### src/rtl/disp_arb_pkg.sv
// Shared types and constants for the display-path arbiter.
package disp_arb_pkg;

    localparam int DAT_W = 16;
    localparam int PTR_W = 2;

    typedef enum logic [1:0] {
        ST_IDLE = 2'd0,
        ST_OWN  = 2'd1,
        ST_GAP  = 2'd2
    } state_t;

    function automatic int clog2(input int value);
        int result;
        result = 0;
        while ((1 << result) < value) result = result + 1;
        return result;
    endfunction

endpackage

### src/rtl/rr_pick.sv
// Combinational round-robin picker: first set request after position `last`, wrapping.
module rr_pick #(
    parameter int N_REQ = 4
) (
    input  logic [N_REQ-1:0] req,
    input  logic [1:0]       last,
    output logic             any,
    output logic [1:0]       idx
);

    logic [3:0] req_ext;
    logic [1:0] cand;

    always_comb begin
        req_ext = '0;
        req_ext[N_REQ-1:0] = req;
        any  = 1'b0;
        idx  = 2'd0;
        cand = 2'd0;
        // Scan from the farthest slot back to last+1 so the nearest hit overwrites the rest.
        for (int k = N_REQ; k >= 1; k--) begin
            cand = 2'((int'(last) + k) % N_REQ);
            if (req_ext[cand]) begin
                any = 1'b1;
                idx = cand;
            end
        end
    end

endmodule

### src/rtl/disp_arbiter.sv
// Time-shares the 4-digit display data/point path between requesters with a
// minimum visible hold per owner and a one-cycle break-before-make gap.
module disp_arbiter
    import disp_arb_pkg::*;
#(
    parameter int          N_REQ    = 4,
    parameter int          HOLD_MS  = 1000,
    parameter logic [15:0] IDLE_DAT = 16'h0000
) (
    input  logic                 clk,
    input  logic                 rst,
    input  logic                 ce1ms,
    input  logic [N_REQ-1:0]     req,
    input  logic [16*N_REQ-1:0]  dat_in,
    input  logic [2*N_REQ-1:0]   ptr_in,
    output logic [N_REQ-1:0]     gnt,
    output logic [15:0]          dat,
    output logic [1:0]           PTR,
    output logic [1:0]           owner,
    output logic                 busy
);

    localparam int CNT_W = clog2(HOLD_MS + 1);
    localparam logic [CNT_W-1:0] HOLD_LOAD = CNT_W'(HOLD_MS - 1);

    // Handshake: req is a level held by a requester for as long as it wants the
    // display; gnt is one-hot and, once given, stays until the hold has expired and
    // either the owner lets go or someone else is waiting. Data is taken only while
    // both req[i] and gnt[i] are high.

    state_t           state, state_n;
    logic [N_REQ-1:0] gnt_n;
    logic [15:0]      dat_n;
    logic [1:0]       ptr_n;
    logic [1:0]       owner_n;
    logic             busy_n;
    logic [1:0]       rr_ptr, rr_n;
    logic [CNT_W-1:0] hold_cnt, cnt_n;
    logic             expired, expired_n;

    logic [DAT_W-1:0] dat_arr [4];
    logic [PTR_W-1:0] ptr_arr [4];
    logic [3:0]       req_ext;
    logic [3:0]       own_oh;
    logic [3:0]       pick_oh;
    logic             pick_any;
    logic [1:0]       pick_idx;
    logic             owner_req;
    logic             others_req;
    logic             hold_done;

    for (genvar i = 0; i < 4; i++) begin : g_unpack
        if (i < N_REQ) begin : g_used
            assign dat_arr[i] = dat_in[DAT_W*i +: DAT_W];
            assign ptr_arr[i] = ptr_in[PTR_W*i +: PTR_W];
            assign req_ext[i] = req[i];
        end else begin : g_pad
            assign dat_arr[i] = '0;
            assign ptr_arr[i] = '0;
            assign req_ext[i] = 1'b0;
        end
    end

    rr_pick #(.N_REQ(N_REQ)) u_pick (
        .req  (req),
        .last (rr_ptr),
        .any  (pick_any),
        .idx  (pick_idx)
    );

    assign pick_oh    = 4'b0001 << pick_idx;
    assign own_oh     = 4'b0001 << owner;
    assign owner_req  = req_ext[owner];
    assign others_req = |(req_ext & ~own_oh);
    // The hold is over on the ce1ms that arrives with the counter already at zero,
    // and stays over (re-evaluated every cycle) until the owner is released.
    assign hold_done  = expired | (ce1ms & (hold_cnt == '0));

    always_comb begin
        state_n   = state;
        gnt_n     = gnt;
        dat_n     = dat;
        ptr_n     = PTR;
        owner_n   = owner;
        busy_n    = busy;
        rr_n      = rr_ptr;
        cnt_n     = hold_cnt;
        expired_n = expired;
        case (state)
            ST_IDLE, ST_GAP: begin
                gnt_n  = '0;
                busy_n = 1'b0;
                if (pick_any) begin
                    state_n   = ST_OWN;
                    gnt_n     = pick_oh[N_REQ-1:0];
                    owner_n   = pick_idx;
                    busy_n    = 1'b1;
                    rr_n      = pick_idx;
                    cnt_n     = HOLD_LOAD;
                    expired_n = 1'b0;
                end else if (state == ST_GAP) begin
                    state_n = ST_IDLE;
                    dat_n   = IDLE_DAT;
                    ptr_n   = '0;
                end
            end
            ST_OWN: begin
                if (owner_req) begin
                    dat_n = dat_arr[owner];
                    ptr_n = ptr_arr[owner];
                end
                if (ce1ms && hold_cnt != '0) cnt_n = hold_cnt - 1'b1;
                if (ce1ms && hold_cnt == '0) expired_n = 1'b1;
                if (hold_done && (!owner_req || others_req)) begin
                    state_n = ST_GAP;
                    gnt_n   = '0;
                    busy_n  = 1'b0;
                end
            end
            default: begin
                state_n = ST_IDLE;
                gnt_n   = '0;
                busy_n  = 1'b0;
                dat_n   = IDLE_DAT;
                ptr_n   = '0;
            end
        endcase
    end

    always_ff @(posedge clk or posedge rst) begin
        if (rst) begin
            state    <= ST_IDLE;
            gnt      <= '0;
            dat      <= IDLE_DAT;
            PTR      <= '0;
            owner    <= 2'd0;
            busy     <= 1'b0;
            rr_ptr   <= 2'(N_REQ - 1);
            hold_cnt <= '0;
            expired  <= 1'b0;
        end else begin
            state    <= state_n;
            gnt      <= gnt_n;
            dat      <= dat_n;
            PTR      <= ptr_n;
            owner    <= owner_n;
            busy     <= busy_n;
            rr_ptr   <= rr_n;
            hold_cnt <= cnt_n;
            expired  <= expired_n;
        end
    end

endmodule

### config.mk
export PLATFORM = sky130hd
export DESIGN_NAME = disp_arbiter
export DESIGN_NICKNAME = d
export VERILOG_FILES = /design/src/rtl/disp_arb_pkg.sv /design/src/rtl/rr_pick.sv /design/src/rtl/disp_arbiter.sv
export SDC_FILE = /design/constraint.sdc
export NUM_CORES = 1
export LEC_CHECK = 0
export CORE_UTILIZATION = 40
export DETAILED_ROUTE_END_ITERATION = 8
export PLACE_DENSITY = 0.76
export SETUP_SLACK_MARGIN = 0.5
export SYNTH_ARGS = -nofsm -noshare
export SYNTH_HDL_FRONTEND = slang
export SYNTH_SLANG_ARGS = --single-unit
### constraint.sdc
create_clock -name clk -period 1.85 [get_ports clk]
set_input_delay 0.37 -clock clk [delete_from_list [all_inputs] [get_ports clk]]
set_output_delay 0.37 -clock clk [all_outputs]
set_load 0.02 [all_outputs]
==> impl_metrics.csv <==
group,metric,value,unit
global_route,grt_max_degree,41,
yosys,yosys_warnings,0,
setup_path,r2r_setup_slack,0.21,ns
drt,viasPerCell,5.46,
final_layout,areaGrowthSynthToFinish,67.7,%
placement,dpl-instance-area,3850,um^2
floorplanning,die_area,6510,um^2
placement,place_ws,-0.188,ns
drt,ant_nets,0,
cts,cts_max_path_buffers,2,
hold_path,hp-class,"in -> async",
floorplanning,core_area,5960,um^2
yosys,synth_top_cell_by_area,"dfrtp_1",
placement,gp_congestion,0.765,
final_layout,seqCellArea,1010,um^2
final_layout,nets,445,
sta,period_share,88.9,%
yosys,synth-main-ff-cell,"dfrtp_1",
yosys,synth_compound_area_share,15.9,%
drt,vias,2410,
placement,io_buffers,103,
setup_path,critPathLaunchType,"register",
sta,period_needed,1.64,ns
global_route,grt-ovfl-total,0,
cts,ctsHoldBuffers,0,
drt,firstDrtPassIters,4,
run,maxCapViolations,0,
floorplanning,die_h,80.7,um
yosys,netlist.area_leader.share,38.4,%
sta,drv_slew,0,
setup_path,worstPathRequired,2.03,ns
yosys,synth_top_family_by_area,"simple AND/OR/NAND/NOR gates",
sta,worst_slack,0.205,ns
setup_path,worstSetupEndpointType,"register",
final_layout,drive_gt1_share,42.9,%
setup_path,r2r_end,"gnt[1]$_DFFE_PP0P_",
yosys,synthMuxAreaShare,17.7,%
sta,whs,0.418,ns
floorplanning,start_util,41.6,%
cts,tritoncts,"done",
global_route,grt_usage,22.4,%
setup_path,rr_worst_depth,5,
yosys,synth_xor_area_share,0,%
cts,clock-sinks,40,
final_layout,multi_input_area,1530,um^2
sta,finalHoldViolations,0,
final_layout,fill_cells,442,
yosys,ys_ff_latch,40,
setup_path,crit_arrival,1.82,ns
pwr,p_per_area,750,nW/um^2
pwr,p_leak,1.75,nW
placement,hpwl,4950,um
setup_path,worstSetupPathType,"reg -> reg",
cts,clock_latency,0.29,ns
drt,routed_wl,7020,um
floorplanning,die_w,80.7,um
cts,cts_max_level,2,
cts,cts_buffers,5,
yosys,syn_nets,306,
sta,slew_headroom,75.3,%
pwr,vdd_drop_max,0.000445,V
yosys,synth_edf_count,0,
global_route,grt_pass1_wl,11200,um
yosys,avgSynthCellArea,11.0,um^2
yosys,syn_inst,226,
sta,max_freq,608,MHz
sta,finalSetupViolations,0,
yosys,synthTopCellsByArea,"dfrtp_1, mux4_2, nand4_1",
sta,clock_skew,0.00813,ns
final_layout,diodes,0,
yosys,netlist-cell-type-count,53,
floorplanning,num_rows,28,
yosys,yosys.area_share.simple,18.0,%
yosys,synth_fa_ha_area_share,0.505,%
setup_path,critPathMaxFanout,6,
yosys,ys_seq_area_share,40.5,%
setup_path,r2r_start,"hold_cnt[4]$_DFFE_PP0P_",
yosys,netlist_area,2480,um^2
yosys,async_reset_ff_share,100,%
drt,wl_per_cell,15.9,um
cts,cts_root_buf,"clkbuf_8",
sta,rsz0062_at_grt,"true",
final_layout,finish.instance_area,4150,um^2
pwr,p_total,0.00311,W
global_route,grt_pass1_vias,2404,
floorplanning,ioPinCount,104,
drt,drtIter0Drc,134,
drt,route.detailed.drc,0,
global_route,antenna_found_initial,0,
sta,tightest_slew,0.368,ns
run_status,outcome,"finished clean",
cts,cts.clk_slew.worst_paths,0.08,ns
cell families after synthesis:
family	Yosys count
buffers and inverters	39
AO/OA/AOI/OAI	52
adder cells (fa/ha/maj)	1
multiplexers	20
AND/OR/NAND/NOR	74
flip-flops	40
synthesized netlist by cell type, drive strengths merged (2+ instances only):
| library cell | n |
|---|---|
| a211o | 2 |
| nand4 | 18 |
| nor4 | 4 |
| dfstp | 2 |
| nand3b | 2 |
| nand2b | 3 |
| nand3 | 3 |
| and4 | 3 |
| a21oi | 6 |
| nor2 | 13 |
| a211oi | 4 |
| inv | 23 |
| a31oi | 2 |
| nor3b | 3 |
| nor3 | 7 |
| a22o | 3 |
| o21ai | 23 |
| dfrtp | 38 |
| o2bb2ai | 2 |
| a21o | 2 |
| nand2 | 7 |
| clkbuf | 6 |
| and3b | 2 |
| mux4 | 19 |
| or2 | 2 |
| buf | 10 |
per-layer routing:
metal	global-route usage [%]	vias to the layer above	wire, um
li1	-	1136	-
met1	26.4	1171	2680
met2	40.4	94	3800
met3	4.20	9	441
met4	7.68	0	96
met5	0	-	0
area by class of cell:
class | count | area share [%]
multi-input cells | 147 | 36.9
repair buffers | 148 | 32.5
flip-flops and latches | 40 | 24.4
well taps | 75 | 2.26
inverters | 23 | 2.08
clock buffers | 7 | 1.84
clock inverters | 1 | 0.121
critical path: stages (launching register included):
cell     delay [ns]
dfrtp_2        0.45
nor4_4         0.33
buf_4          0.16
a41o_1         0.22
a31oi_4        0.14
a22o_1         0.23
registers in the layout, indices dropped and copies added (netlist names):
register,count
gnt,4
state,2
dat,16
hold_cnt,10
owner,2
expired,1
busy,1
PTR,2
rr_ptr,2
power by group:
group          leakage, nW  internal [W]  total, W  switching, W
clock               0.0422      0.000265  0.000553      0.000288
combinational         1.25      0.000722   0.00133      0.000612
sequential           0.461       0.00106   0.00123      0.000173
per-stage QoR:
step                      setup TNS [ns]  util, %  instances
after CTS                              0     69.6        435
after floorplan                        0        -        226
after global routing                   0     69.7        441
after global placement             -2.48     64.6        415
after detailed placement           -3.58     64.6        415
final                                  0     69.7        441
placed cells by master, fill, tap and decap left out, types with 3 or more instances in the layout:
| cell | n |
|---|---|
| buf_6 | 15 |
| dlygate4sd2_1 | 3 |
| nor2_1 | 10 |
| and4_1 | 3 |
| o21ai_1 | 4 |
| mux4_2 | 19 |
| o21ai_2 | 18 |
| nor3_4 | 4 |
| nand2_1 | 6 |
| a211oi_2 | 4 |
| clkbuf_8 | 5 |
| clkdlybuf4s15_2 | 3 |
| nand4_1 | 18 |
| a21oi_1 | 3 |
| dfrtp_2 | 6 |
| clkbuf_2 | 19 |
| dfrtp_1 | 32 |
| a21oi_2 | 3 |
| a22o_1 | 3 |
| clkdlybuf4s15_1 | 3 |
| nand3_1 | 3 |
| buf_4 | 29 |
| inv_1 | 20 |
| clkdlybuf4s50_1 | 73 |
worst max-delay path by stage:
| stage | from | end | cells after the start |
|---|---|---|---|
| 6_report | hold_cnt[4]$_DFFE_PP0P_ | gnt[1]$_DFFE_PP0P_ | 5 |
| 2_1_floorplan | owner[0]$_DFFE_PP0P_ | PTR[1]$_DFFE_PP0P_ | 7 |
| 5_1_grt | hold_cnt[4]$_DFFE_PP0P_ | hold_cnt[9]$_DFFE_PP0P_ | 5 |
| 3_3_place_gp | req[3] | gnt[1]$_DFFE_PP0P_ | 7 |
| 4_1_cts | owner[0]$_DFFE_PP0P_ | owner[0] | 2 |
| 3_5_place_dp | req[3] | gnt[1]$_DFFE_PP0P_ | 7 |
what timing repair did:
action / in CTS / in global routing
setup endpoints to repair: 65 / 58
setup buffers: 12 / 6
resized for setup: 92 / 49
pin swaps: 18 / 7
cloned: 0 / 0
Note: power is estimated with default switching activity, not from simulation.
